## src/rtl/cpu_pkg.sv

```systemverilog
// Shared CPU definitions: bus widths, sequencer state encoding and next-PC helper.
package cpu_pkg;

   localparam int unsigned INSTR_W = 18;
   localparam int unsigned ADDR_W  = 16;
   localparam int unsigned STATE_W = 3;
   localparam int unsigned TOUT_W  = 8;

   // Sequencer states; the encoding is exported on o_state for debug
   typedef enum logic [STATE_W-1:0] {
      ST_RESET = 3'd0,
      ST_FETCH = 3'd1,
      ST_EXEC  = 3'd2,
      ST_HALT  = 3'd3,
      ST_FAULT = 3'd4
   } seq_state_t;

   // Branch outcome delivered by the control unit at commit
   typedef struct packed {
      logic              taken;
      logic [ADDR_W-1:0] target;
   } branch_t;

   // Next PC after a committed instruction; sequential flow wraps at 2^ADDR_W
   function automatic logic [ADDR_W-1:0] pc_next(input logic [ADDR_W-1:0] pc,
                                                 input branch_t           br);
      return br.taken ? br.target : pc + ADDR_W'(1);
   endfunction

endpackage

```

## src/rtl/pc_unit.sv

```systemverilog
// Program counter register with next-PC selection (jump target or PC+1).
module pc_unit
   import cpu_pkg::*;
#(
   parameter logic [ADDR_W-1:0] RESET_PC = 16'h0000
) (
   input  logic              clk,
   input  logic              rst,
   input  logic              commit,
   input  branch_t           branch,
   output logic [ADDR_W-1:0] pc
);

   // PC moves only when an instruction commits
   always_ff @(posedge clk or posedge rst) begin
      if (rst) begin
         pc <= RESET_PC;
      end else if (commit) begin
         pc <= pc_next(pc, branch);
      end
   end

endmodule

```

## src/rtl/fetch_sequencer.sv

```systemverilog
// Instruction fetch/execute sequencer with fetch timeout fault and halt control.
// Optional feature: define SEQ_SINGLE_STEP_EN to add the i_step single-step port.
module fetch_sequencer
   import cpu_pkg::*;
#(
   parameter logic [ADDR_W-1:0] RESET_PC = 16'h0000,
   parameter logic [TOUT_W-1:0] TIMEOUT  = 8'd255
) (
   input  logic                i_clk,
   input  logic                i_rst,
   output logic [ADDR_W-1:0]   o_imem_addr,
   output logic                o_imem_req,
   input  logic                i_imem_ack,
   input  logic [INSTR_W-1:0]  i_imem_data,
   output logic [INSTR_W-1:0]  o_instruction,
   output logic                o_exec,
   input  logic                i_jump_taken,
   input  logic [ADDR_W-1:0]   i_jump_target,
   input  logic                i_stk_busy,
   input  logic                i_halt,
`ifdef SEQ_SINGLE_STEP_EN
   input  logic                i_step,
`endif
   output logic                o_halted,
   output logic                o_fault,
   output logic [STATE_W-1:0]  o_state
);

   seq_state_t        state;
   logic [TOUT_W-1:0] tcount;
   logic              commit;
   logic              timeout_hit;
   logic              halt_on_commit;
   logic              leave_halt;
   branch_t           branch;

   // Commit strobe is combinational so a stack stall blocks writes in the same cycle
   assign commit      = (state == ST_EXEC) && !i_stk_busy;
   assign o_exec      = commit;
   assign timeout_hit = (tcount + TOUT_W'(1)) == TIMEOUT;
   assign branch      = {i_jump_taken, i_jump_target};
   assign o_state     = state;

`ifdef SEQ_SINGLE_STEP_EN
   logic stepping;

   // A single step forces a return to HALT once its instruction commits
   assign halt_on_commit = i_halt || stepping;
   assign leave_halt     = i_step || !i_halt;

   // Remember that the current instruction was launched by a step pulse
   always_ff @(posedge i_clk or posedge i_rst) begin
      if (i_rst) begin
         stepping <= 1'b0;
      end else if ((state == ST_HALT) && i_step) begin
         stepping <= 1'b1;
      end else if (commit) begin
         stepping <= 1'b0;
      end
   end
`else
   assign halt_on_commit = i_halt;
   assign leave_halt     = !i_halt;
`endif

   // Sequencer FSM with registered request/halted/fault flags
   always_ff @(posedge i_clk or posedge i_rst) begin
      if (i_rst) begin
         state      <= ST_RESET;
         o_imem_req <= 1'b0;
         o_halted   <= 1'b0;
         o_fault    <= 1'b0;
      end else begin
         case (state)
            ST_RESET: begin
               state      <= ST_FETCH;
               o_imem_req <= 1'b1;
            end
            ST_FETCH: begin
               if (i_imem_ack) begin
                  state      <= ST_EXEC;
                  o_imem_req <= 1'b0;
               end else if (timeout_hit) begin
                  state      <= ST_FAULT;
                  o_imem_req <= 1'b0;
                  o_fault    <= 1'b1;
               end
            end
            ST_EXEC: begin
               if (commit) begin
                  if (halt_on_commit) begin
                     state    <= ST_HALT;
                     o_halted <= 1'b1;
                  end else begin
                     state      <= ST_FETCH;
                     o_imem_req <= 1'b1;
                  end
               end
            end
            ST_HALT: begin
               if (leave_halt) begin
                  state      <= ST_FETCH;
                  o_halted   <= 1'b0;
                  o_imem_req <= 1'b1;
               end
            end
            ST_FAULT: begin
               state <= ST_FAULT;
            end
            default: begin
               state      <= ST_FAULT;
               o_imem_req <= 1'b0;
               o_halted   <= 1'b0;
               o_fault    <= 1'b1;
            end
         endcase
      end
   end

   // Count unacknowledged fetch cycles; cleared when an instruction arrives
   always_ff @(posedge i_clk or posedge i_rst) begin
      if (i_rst) begin
         tcount <= '0;
      end else if (state == ST_FETCH) begin
         if (i_imem_ack) begin
            tcount <= '0;
         end else begin
            tcount <= tcount + TOUT_W'(1);
         end
      end
   end

   // Instruction register captures the word returned with the acknowledge
   always_ff @(posedge i_clk or posedge i_rst) begin
      if (i_rst) begin
         o_instruction <= '0;
      end else if ((state == ST_FETCH) && i_imem_ack) begin
         o_instruction <= i_imem_data;
      end
   end

   pc_unit #(
      .RESET_PC (RESET_PC)
   ) u_pc (
      .clk    (i_clk),
      .rst    (i_rst),
      .commit (commit),
      .branch (branch),
      .pc     (o_imem_addr)
   );

endmodule
```

## config.mk

```make
export PLATFORM = sky130hd
export DESIGN_NAME = fetch_sequencer
export DESIGN_NICKNAME = d
export VERILOG_FILES = /design/src/rtl/cpu_pkg.sv /design/src/rtl/pc_unit.sv /design/src/rtl/fetch_sequencer.sv
export SDC_FILE = /design/constraint.sdc
export NUM_CORES = 1
export LEC_CHECK = 0
export ABC_AREA = 1
export BUFFER_PORTS_ARGS = -buffer_cell sky130_fd_sc_hd__buf_2
export CAP_MARGIN = 10
export CORE_MARGIN = 2
export CORE_UTILIZATION = 30
export DETAILED_ROUTE_END_ITERATION = 8
export RECOVER_POWER = 100
export SLEW_MARGIN = 15
export SYNTH_ARGS = -nofsm -noshare
export SYNTH_HDL_FRONTEND = slang
export SYNTH_SLANG_ARGS = --single-unit
export TNS_END_PERCENT = 5
```

## constraint.sdc

```tcl
create_clock -name i_clk -period 4.25 [get_ports i_clk]
set_input_delay 0.85 -clock i_clk [delete_from_list [all_inputs] [get_ports i_clk]]
set_output_delay 0.85 -clock i_clk [all_outputs]
set_load 0.01 [all_outputs]
```

Word level (Yosys, flattened, before mapping)

Index checks and enable logic that the tools add are counted.

Register bits: 48
Input bits: 40
Output and inout port bits: 41

Bitwise operators: 3
Add/subtract/negate cells: 2
Reduce and logical (&&, ||, !) cells: 10
Mux-type cells: 20
Eq/ne operators: 11

Operators with widths:

| kind                                           | number |
|---|---|
| adder 16 x 1 -> 16 bit (second input constant) | 1 |
| two-way mux 16 bit                             | 1 |
| two-way mux 3 bit                              | 4 |
| case mux 3 bit (4 select lines)                | 1 |
| inequality test 2 bit (second input constant)  | 5 |
| two-way mux 1 bit                              | 9 |
| AND reduction 3 bit                            | 3 |
| adder 8 x 1 -> 8 bit (second input constant)   | 1 |
| == test 8 bit (second input constant)          | 1 |
| two-way mux 8 bit                              | 1 |
| == test 3 x 2 -> 1 bit (second input constant) | 2 |
| case mux 1 bit (5 select lines)                | 1 |
| AND reduction 4 bit                            | 1 |
| OR reduction 4 bit                             | 1 |
| == test 3 x 1 -> 1 bit (second input constant) | 1 |
| == test 3 bit (second input constant)          | 1 |
| logical NOT 3 bit                              | 1 |
| inequality test 3 bit (second input constant)  | 1 |
| NOT 1 bit                                      | 3 |
| case mux 1 bit (3 select lines)                | 1 |
| OR reduction 3 bit                             | 1 |
| logical AND 1 bit                              | 2 |
| two-way mux 2 bit                              | 1 |
| case mux 1 bit (2 select lines)                | 1 |
| logical NOT 1 bit                              | 1 |

Logic depth before layout (Yosys ltp)

Gate-level depths: netlist of the first run.

Depth in word-level cells: 5
Depth in mapped cells: 12

Cells and area by module

A second synthesis of the first run with hierarchy kept.

Cells, all modules: 337
Area, all modules: 2,762.6 um2

By module, submodules not included:

| module          | area each (um2) | instances | cells each | seq. area each (um2) |
|---|---|---|---|---|
| fetch_sequencer | 1,589.0         | 1         | 151        | 800.8 |
| pc_unit         | 1,173.6         | 1         | 186        | 400.4 |

Worst setup path after synthesis of the first run

No wires, ideal clock.

Path kind: in2out
Start: input port i_stk_busy
End: output port o_exec
Cell stages on the path: 2
Path slack: 2.244 ns
Required time: 3.400 ns
Data arrival time: 1.156 ns
Cells stage by stage: nor2_4 -> buf_4

Longest elaborated chain between the ends: 2

RTL lines:

| what              | RTL line              | RTL |
|---|---|---|
| from (decl)       | fetch_sequencer.sv:19 | `input logic i_stk_busy,` |
| logical NOT 1 bit | fetch_sequencer.sv:38 | `assign commit = (state == ST_EXEC) && !i_stk_busy;` |
| logical AND 1 bit | fetch_sequencer.sv:38 |  |
| to (decl)         | fetch_sequencer.sv:16 | `output logic o_exec,` |

No other way between the ends.

Worst setup path after layout of the first run

Start: register state[2], in the netlist o_state[2]
End: output port o_exec

Longest elaborated chain between the ends: 2

RTL lines:

| what                   | RTL line              | RTL |
|---|---|---|
| from (decl)            | fetch_sequencer.sv:29 | `seq_state_t state;` |
| from (signal assigned) | fetch_sequencer.sv:69 | `state <= ST_RESET;` |
| from (signal assigned) | fetch_sequencer.sv:76 | `state <= ST_FETCH;` |
| from (signal assigned) | fetch_sequencer.sv:81 | `state <= ST_EXEC;` |
| == test 3 x 2 -> 1 bit | fetch_sequencer.sv:38 |  |
| logical AND 1 bit      | fetch_sequencer.sv:38 |  |

No other way between the ends.

==> metrics.txt, run 1 <==
GPL Wtd Cong=0.797; Tcrit/Tclk final=64.0%; Antenna Cells=0; layout cell share with drive strength beyond 1=16.5%; clock buffer depth=2; grt total ovfl=0; largest cells by area after synthesis=dfrtp_1, mux2_4, nand2_1; Initial DRC Count=a little under 60; Die X=97.5 µm; WL final=~6200 µm; worst path arrival time=1870 ps; Cell Pwr Density=between 300 and 400 mW/mm²; via density per instance=~4.7; most frequent cells in the layout=nand2_1, dfrtp_1, clkbuf_1, buf_2, inv_1; Synthesis Warnings=0; Slew HR=-45.3%; Rows=34; fillcell total=950; Post-route DRC=0; Total GRT Usage=13.5%; Slowest cell on crit path=dfrtp_1; die height=approximately 97 µm; Worst VDD drop=roughly 0.13 mV; minimum clock period after layout=2720 ps; worst-path maximum fanout=24; worst path required time=3400 ps; CTS tree=done; Worst Max-Slew Pin Slew=roughly 2200 ps; largest net degree at the start of global routing=49; Netlist cell types=37; global-route wire length before repair=10600 µm; I/O Buffers=80; Clk Tree Root Cell=clkbuf_8; final hold vios=0; Critical Path Max Stage Delay=420 ps; Seq/Total Area, Yosys=45.8%; # hold bufs at CTS=0; result of the run=finished with violations; LEAKAGE=1.57 nW; Die Area=~0.0095 mm²; Post-DP HPWL=4450 µm; Post-Synthesis Cells=301; violated checks=max-capacitance violations, max-slew violations; pre-CTS WS=1740 ps; initial antenna violation count=0; Min-Delay Path Class=flop to flop; Syn-to-layout area delta=18.6%; final-report max-slew violation count=49; clock slew at reported path FFs=around 100 ps; Clock Latency Late Sink=300 ps; most common cell after layout, fill and taps aside=nand2_1; crit-path cells=inv_1, nand2_1, nor2_1, inv_2, nor2_4, clkbuf_1; Core Util, Final=36.2%; # IOs=81; H-tree levels=2; worst setup path category=flop to output port; Nets=424; final setup fails=0; core area=0.00859 mm²; postcts setup bufs=0; total power=0.955 mW; post-DR wirelength/cell=12.6 µm; largest area contributor in the netlist=dfrtp_1; Worst Setup End Kind=output port; CTS Buf Count=5; unrepaired setup endpoints after global routing=no; Via Count=2297; clock sink count=48; Worst Hold Slack=between 400 and 500 ps; # resized after CTS=0; initial core utilization=30.5%; Seq cells post-synth=48; syn avg cell area=8.71 µm²; startpoint types=flop; vias in the first global route=~2300; setup TNS=0 ps; top cell type's share of synthesized area=45.8%; Syn Nets=~340; final setup margin=1530 ps; clock skew=approximately 14 ps; Final ANT Viol Nets=0; synthesized area=0.00262 mm²; Max Freq=0.368 GHz; drt first pass iters=4; max_cap viols=1
-- worst max-delay path, delay by kind of cell (launching register included) --
family	cells	cell delay, ps
buf+inv	3	430
flops	1	420
simple gates	3	710
-- stage by stage --
step / instance area [µm²] / std cells
4_1_cts: 3250 / 490
3_3_place_gp: 3110 / 482
6_report: 3110 / 490
5_1_grt: 3110 / 490
3_5_place_dp: 3110 / 482
2_1_floorplan: 2620 / 301
-- registers in the layout, indices dropped and copies added, names as in the netlist --
name	cells
u_pc.pc	16
o_imem_req	1
tcount	8
o_instruction	18
o_fault	1
o_state	3
o_halted	1
-- path summary, 6_finish.rpt --
| kind | startpoint | end | slack [ps] | cells past startpoint |
|---|---|---|---|---|
| max reg2reg | o_state[0] | o_instruction[3] | 1950 | 6 |
| min in group asynchronous | i_rst | u_pc.pc[14] | 1100 | 2 |
| min | o_fault | o_fault | 480 | 1 |
| min reg2reg | o_fault | o_fault | 480 | 1 |
| max in group asynchronous | i_rst | tcount[0] | 2150 | 2 |
| max | o_state[2] | o_exec | 1530 | 6 |
-- logic make-up after synthesis --
family,share of synthesized area (%)
DFF,45.8
AOI/OAI and AO/OA,13.1
muxes,10.3
buffers and inverters,7.87
xor gates and xnor gates,0.334
adders and majority gates,1.43
and+or+nand+nor,21.2
-- cell type report --
cell class	instances	area (µm²)	share of cell area [%]
Clock buffer	5	68.8	2.21
Tap cell	108	135	4.34
Timing Repair Buffer	80	348	11.2
Sequential cell	48	1200	38.6
Clock inverter	3	68.8	2.21
Inverter	41	156	5.03
Multi-Input combinational cell	205	1130	36.4
-- synth_stat cells --
library cell and number:
or2_2 1, buf_2 1, xor2_1 1, inv_2 5, a31oi_1 1, o22ai_1 5, or2_1 1, clkinv_1 1
inv_4 1, nor2_2 8, nor4_1 2, nand2_2 5, buf_6 2, inv_1 34, o21ai_1 21, or2_0 1
o211ai_1 1, nand2_1 54, o21bai_1 3, clkbuf_1 1, a21oi_1 16, ha_1 3, nand3_2 2, nor3_2 1
nand3_1 17, buf_1 1, dfrtp_1 48, o21ai_0 13, a22oi_1 1, nor2_1 21, a32oi_1 1, mux2_4 18
buf_4 2, nor2_4 1, o2111ai_1 1, nor3_1 2, nand4_1 4
-- report_power, final --
part           switching (mW)  internal (mW)
Sequential             0.0125          0.466
Clock                   0.166          0.237
Combinational          0.0449         0.0286
-- per-layer routing --
layer / vias to the layer above / global-route usage [%] / part of all wire [%]
met5: - / 0 / 0
met1: 1077 / 18.6 / 48
met3: 4 / 3.24 / 6.3
li1: 1156 / - / -
met4: 0 / 3.53 / 0.82
met2: 60 / 21.2 / 45
(Power assumes the default switching activity.)
==> run 2, diff against run 1 <==
- clock period: 4.25 -> 2.7 ns (I/O delays scaled with it)
==> run 2 against run 1 <==
  * The flow now finishes without violations
  * Count of clock-buffer cells in the layout stayed put
  * Non-clock buffer count is 2 higher
  * Clock power is 58% higher
  * Core utilization is 0.17 points higher
  * Design area is 0.48% higher
  * Sequential share of layout area is 0.19 points lower
  * Flip-flop and latch count stayed put
  * Hold slack worse by 36 ps
  * Sequential power is 57% higher
  * Die area stayed put
  * Via count is 2.8% higher
  * First-iteration DRC count is 69% higher
==> metrics.txt, run 2 (same netlist as run 1, synthesis figures left out) <==
result of the run=completed; Post-route DRC=0; initial core utilization=between 30% and 40%; setup TNS=0 ps; Largest regs=o_instruction x18, u_pc.pc x16, tcount x8; Worst VDD drop=0.210 mV; switching part of the total power=23.5%; Total GRT Usage=13.5%; post-route cell area=0.00313 mm²; grt total ovfl=0; vias in the first global route=2254; worst path arrival time=2420 ps; Syn-to-layout area delta=19.2%; layout cell share with drive strength beyond 1=between 10% and 20%; Rows=34; postcts setup bufs=0; startpoint types=flop; clock skew=11.9 ps; clock slew at reported path FFs=roughly 100 ps; # hold bufs at CTS=0; clock sink count=48; WL final=6330 µm; Final ANT Viol Nets=0; clock buffer depth=2; final setup fails=0; R2R setup slack=510 ps; power share of the clock group=42.2%; via density per instance=4.80; switching power=roughly 0.35 mW; reg2reg start=o_state[2]; Worst Setup End Kind=flop; die height=97.5 µm; Cell Pwr Density=482 mW/mm²; Setup crit start=o_state[2]; Post-DP HPWL=approximately 4700 µm; CTS Buf Count=5; most frequent cells in the layout=nand2_1, dfrtp_1, clkbuf_1, buf_2, inv_1; Die Area=0.00951 mm²; Finished Layout Cells=492; Clock Latency Late Sink=around 300 ps; R2R cell count=8; hold path depth=2; reg2reg end=u_pc.pc[4]; max_cap viols=0; Via Count=2362; Worst Max-Slew Pin Slew=1030 ps; Tcrit/Tclk final=81.3%; # IOs=81; max reg flops=18; most common cell after layout, fill and taps aside=nand2_1; final-report max-slew violation count=0; Cell Count Post-Placement=approximately 480; Setup crit end=u_pc.pc[4]; CTS tree=done; largest net degree at the start of global routing=27; Logic pwr share=7.9%; Min-Delay Path Class=input port to flop; initial antenna violation count=0; Die X=97.5 µm; placed cell areas=0.00314 mm²; global-route wire length before repair=10800 µm; Clk Tree Root Cell=clkbuf_8; H-tree levels=2; LEAKAGE=1.59 nW; sequential share of power=between 40 and 50%; drt first pass iters=4; Max Freq=0.456 GHz; core area=0.00859 mm²; minimum clock period after layout=2190 ps; worst-path maximum fanout=16; Slew HR=31.5%; Initial DRC Count=100; Nets=426; Antenna Cells=0; I/O Buffers=80; unrepaired setup endpoints after global routing=no; P_int=1.15 mW; worst path required time=2920 ps; total power=between 1.5 and 2 mW; Largest Register=o_instruction; worst setup path category=flop to flop; # resized after CTS=0; final setup margin=506 ps; pre-CTS WS=around 740 ps; final hold vios=0; GPL Wtd Cong=0.787; post-DR wirelength/cell=between 10 and 15 µm
## run 2: power groups by stage
stage	registers, mW	clock network, mW	logic [mW]
3_3_place_gp	0.766	0	0.125
6_report	0.752	0.636	0.120
5_1_grt	0.755	0.694	0.138
3_5_place_dp	0.766	0	0.128
2_1_floorplan	0.769	0	0.0576
4_1_cts	0.752	0.657	0.128
## run 2: routing by layer
| layer | track usage (%) | share of wire, % | vias up | routed length (µm) |
|---|---|---|---|---|
| li1 | - | - | 1163 | - |
| met1 | 18.5 | 47 | 1133 | 2960 |
| met2 | 21.5 | 46 | 62 | 2910 |
| met3 | 3.60 | 6.5 | 4 | 412 |
| met4 | 2.88 | 0.76 | 0 | 48 |
| met5 | 0 | 0 | - | 0 |
## run 2: cell type report
type / count / area, µm²
clock buffer: 5 / 68.8
multi-input combinational: 205 / 1120
tap: 108 / 135
clock inverter: 3 / 68.8
inverter: 41 / 155
fill: 935 / 5470
timing repair buffer: 82 / 373
sequential: 48 / 1200
## run 2: worst min-delay path by stage
stage | from | end | slack [ps]
after global routing | i_imem_data[6] | o_instruction[6] | 420
final | i_imem_data[5] | o_instruction[5] | 440
after detailed placement | o_fault | o_fault | 450
after CTS | i_rst | o_instruction[8] | 300
after global placement | o_fault | o_fault | 450
after floorplan | o_fault | o_fault | 500
## run 2: per-stage QoR
stage / hold slack, ps / utilization [%]
after floorplan: 504 / -
after detailed placement: 448 / 36.5
after CTS: 296 / 38.1
after global placement: 453 / 36.5
final: 440 / 36.4
after global routing: 425 / 36.4
## run 2: worst max-delay path: stages, from the launching register on
cell,delay [ps]
dfrtp_1,430
inv_2,100
nand2_1,70
nor2_1,180
inv_1,120
nor2_4,220
clkbuf_1,570
o21ai_0,190
a22oi_1,230
==> run 3, diff against run 2 <==
- clock period: 2.7 -> 2.25 ns (I/O delays scaled with it)
==> run 3 against run 2 <==
  * Via count is 1.5% lower
  * Combinational power rose by 18%
  * Critical path depth down 2
  * Hold slack worse by 290 ps
  * Critical endpoint is now o_exec
  * Non-clock buffer count increased by 3
  * Final cell count increased by 0.61%
  * Core utilization fell by 0.17 points
  * Clock power rose by 1%
==> metrics.txt, run 3 (same netlist as run 1, synthesis figures left out) <==
WL final=6310 µm; crit-path cells=inv_2, nand2_1, nor2_2, inv_1, nor2_4, clkbuf_1; met3 WL post-DR=399 µm; Syn-to-layout area delta=18.6%; final-report max-slew violation count=0; fillcell total=920; result of the run=completed; Clock Latency Late Sink=~300 ps; clock slew at reported path FFs=100 ps; largest net degree at the start of global routing=22; CTS Buf Count=5; Worst Hold Slack=155 ps; DR top layer=met4; vias in the first global route=2328; met1 wire length=2890 µm; Antenna Cells=0; sequential share of power=a little over half; Worst VDD drop=0.262 mV; core area=0.00859 mm²; Cell Pwr Density=about 540 mW/mm²; WP buf/inv=3; setup TNS=0 ps; worst setup path category=flop to output port; switching part of the total power=24.6%; minimum clock period after layout=slightly above 2000 ps; worst path required time=1800 ps; die height=97.5 µm; postcts setup bufs=0; most common cell after layout, fill and taps aside=nand2_1; GPL Wtd Cong=0.799; post-DR wirelength/cell=12.7 µm; Clk Tree Root Cell=clkbuf_8; final setup fails=0; multi-input logic area=0.00112 mm²; power share of the clock group=between 30% and 40%; clock sink count=48; Post-DP HPWL=4810 µm; register area=0.00120 mm²; Tcrit/Tclk final=90.3%; Logic pwr share=8.4%; Worst Max-Slew Pin Slew=1120 ps; Post-route DRC=0; initial core utilization=30.5%; final hold vios=0; Slew HR=25.6%; Rows=34; Min-Delay Path Class=input port to asynchronous set/reset pin; Via Count=2327; Initial DRC Count=125; max_cap viols=0; CTS tree=done; # resized after CTS=0; Nets=429; switching power=slightly above 0.4 mW; Final ANT Viol Nets=0; Largest regs=o_instruction x18, u_pc.pc x16, tcount x8; startpoint types=flop; via density per instance=4.70; Finished Layout Cells=495; Worst Setup End Kind=output port; max reg flops=18; CP delay by family, top=simple AND/OR/NAND/NOR gates; Total GRT Usage=13.6%; clock skew=8.45 ps; Die X=97.5 µm; Largest Register=o_instruction; drt first pass iters=4; Slowest cell on crit path=dfrtp_1; most frequent cells in the layout=nand2_1, dfrtp_1, clkbuf_1, buf_2, inv_1; I/O Buffers=80; LEAKAGE=1.59 nW; initial antenna violation count=0; Critical Path Max Stage Delay=approximately 430 ps; WL met2=3010 µm; grt total ovfl=0; Cell Count Post-Placement=487; Max Freq=0.492 GHz; P_int=around 1.3 mW; # IOs=81; worst-path maximum fanout=9; global-route wire length before repair=~11000 µm; unrepaired setup endpoints after global routing=no; Die Area=~0.0095 mm²; H-tree levels=2; # hold bufs at CTS=0; worst path arrival time=1580 ps; layout cell share with drive strength beyond 1=16.5%; clock buffer depth=2
[run 3: changes by cell type in the layout (fill, tap and decap cells not counted), moves of 2 or more]
cell,change
buf_4,+3
clkinv_4,+2
o21ai_1,-2
nor2_1,-3
nor2_2,+3
o21ai_0,+2
[run 3: routing by layer]
layer,up-vias,global-route usage [%]
met5,-,0
met4,0,2.35
met3,2,3.17
met2,63,22.5
met1,1098,18.4
li1,1164,-
[run 3: path summary, 6_finish.rpt]
kind                                start               end  slack [ps]  depth (start not counted)
setup / recovery               o_state[2]            o_exec         220                          6
hold / removal                      i_rst       u_pc.pc[13]         150                          2
setup reg to reg               o_state[2]       u_pc.pc[13]         450                         10
hold reg to reg                o_imem_req        o_imem_req         500                          2
max in group asynchronous           i_rst         tcount[7]         710                          3
min in group i_clk         i_imem_data[8]  o_instruction[8]         360                          2
[run 3: worst reg2reg max path, stage by stage, from the launching register on]
cell and delay (ps):
dfrtp_1 430, inv_2 110, nand2_1 90, nor2_2 140, inv_1 100, nor2_4 230, inv_1 250, a21oi_1 180
o21ai_1 80, nand2_1 70, inv_1 40
[run 3: final cells by class]
cell class / count / share of cell area (%)
Clock inverter: 3 / 1.53
Timing Repair Buffer: 85 / 12.2
Tap cell: 108 / 4.34
Sequential cell: 48 / 38.6
Clock buffer: 5 / 2.21
Multi-Input combinational cell: 205 / 36.1
Inverter: 41 / 5.03
[run 3: power groups by stage]
stage	clock network, mW	logic (mW)	registers, mW
global placement	0	0.152	0.919
CTS	0.668	0.155	0.902
finish	0.643	0.142	0.902
global route	0.704	0.164	0.906
floorplan	0	0.0691	0.923
detailed placement	0	0.154	0.919
[run 3: per-stage QoR]
step                power [mW]  instance area, µm²  worst slack (ps)  util (%)
finish                    1.69                3110               218      36.2
global route              1.77                3110               100      36.2
CTS                       1.73                3260               187      38.0
detailed placement        1.07                3150               486      36.6
global placement          1.07                3150               516      36.6
floorplan                0.992                2620               656         -
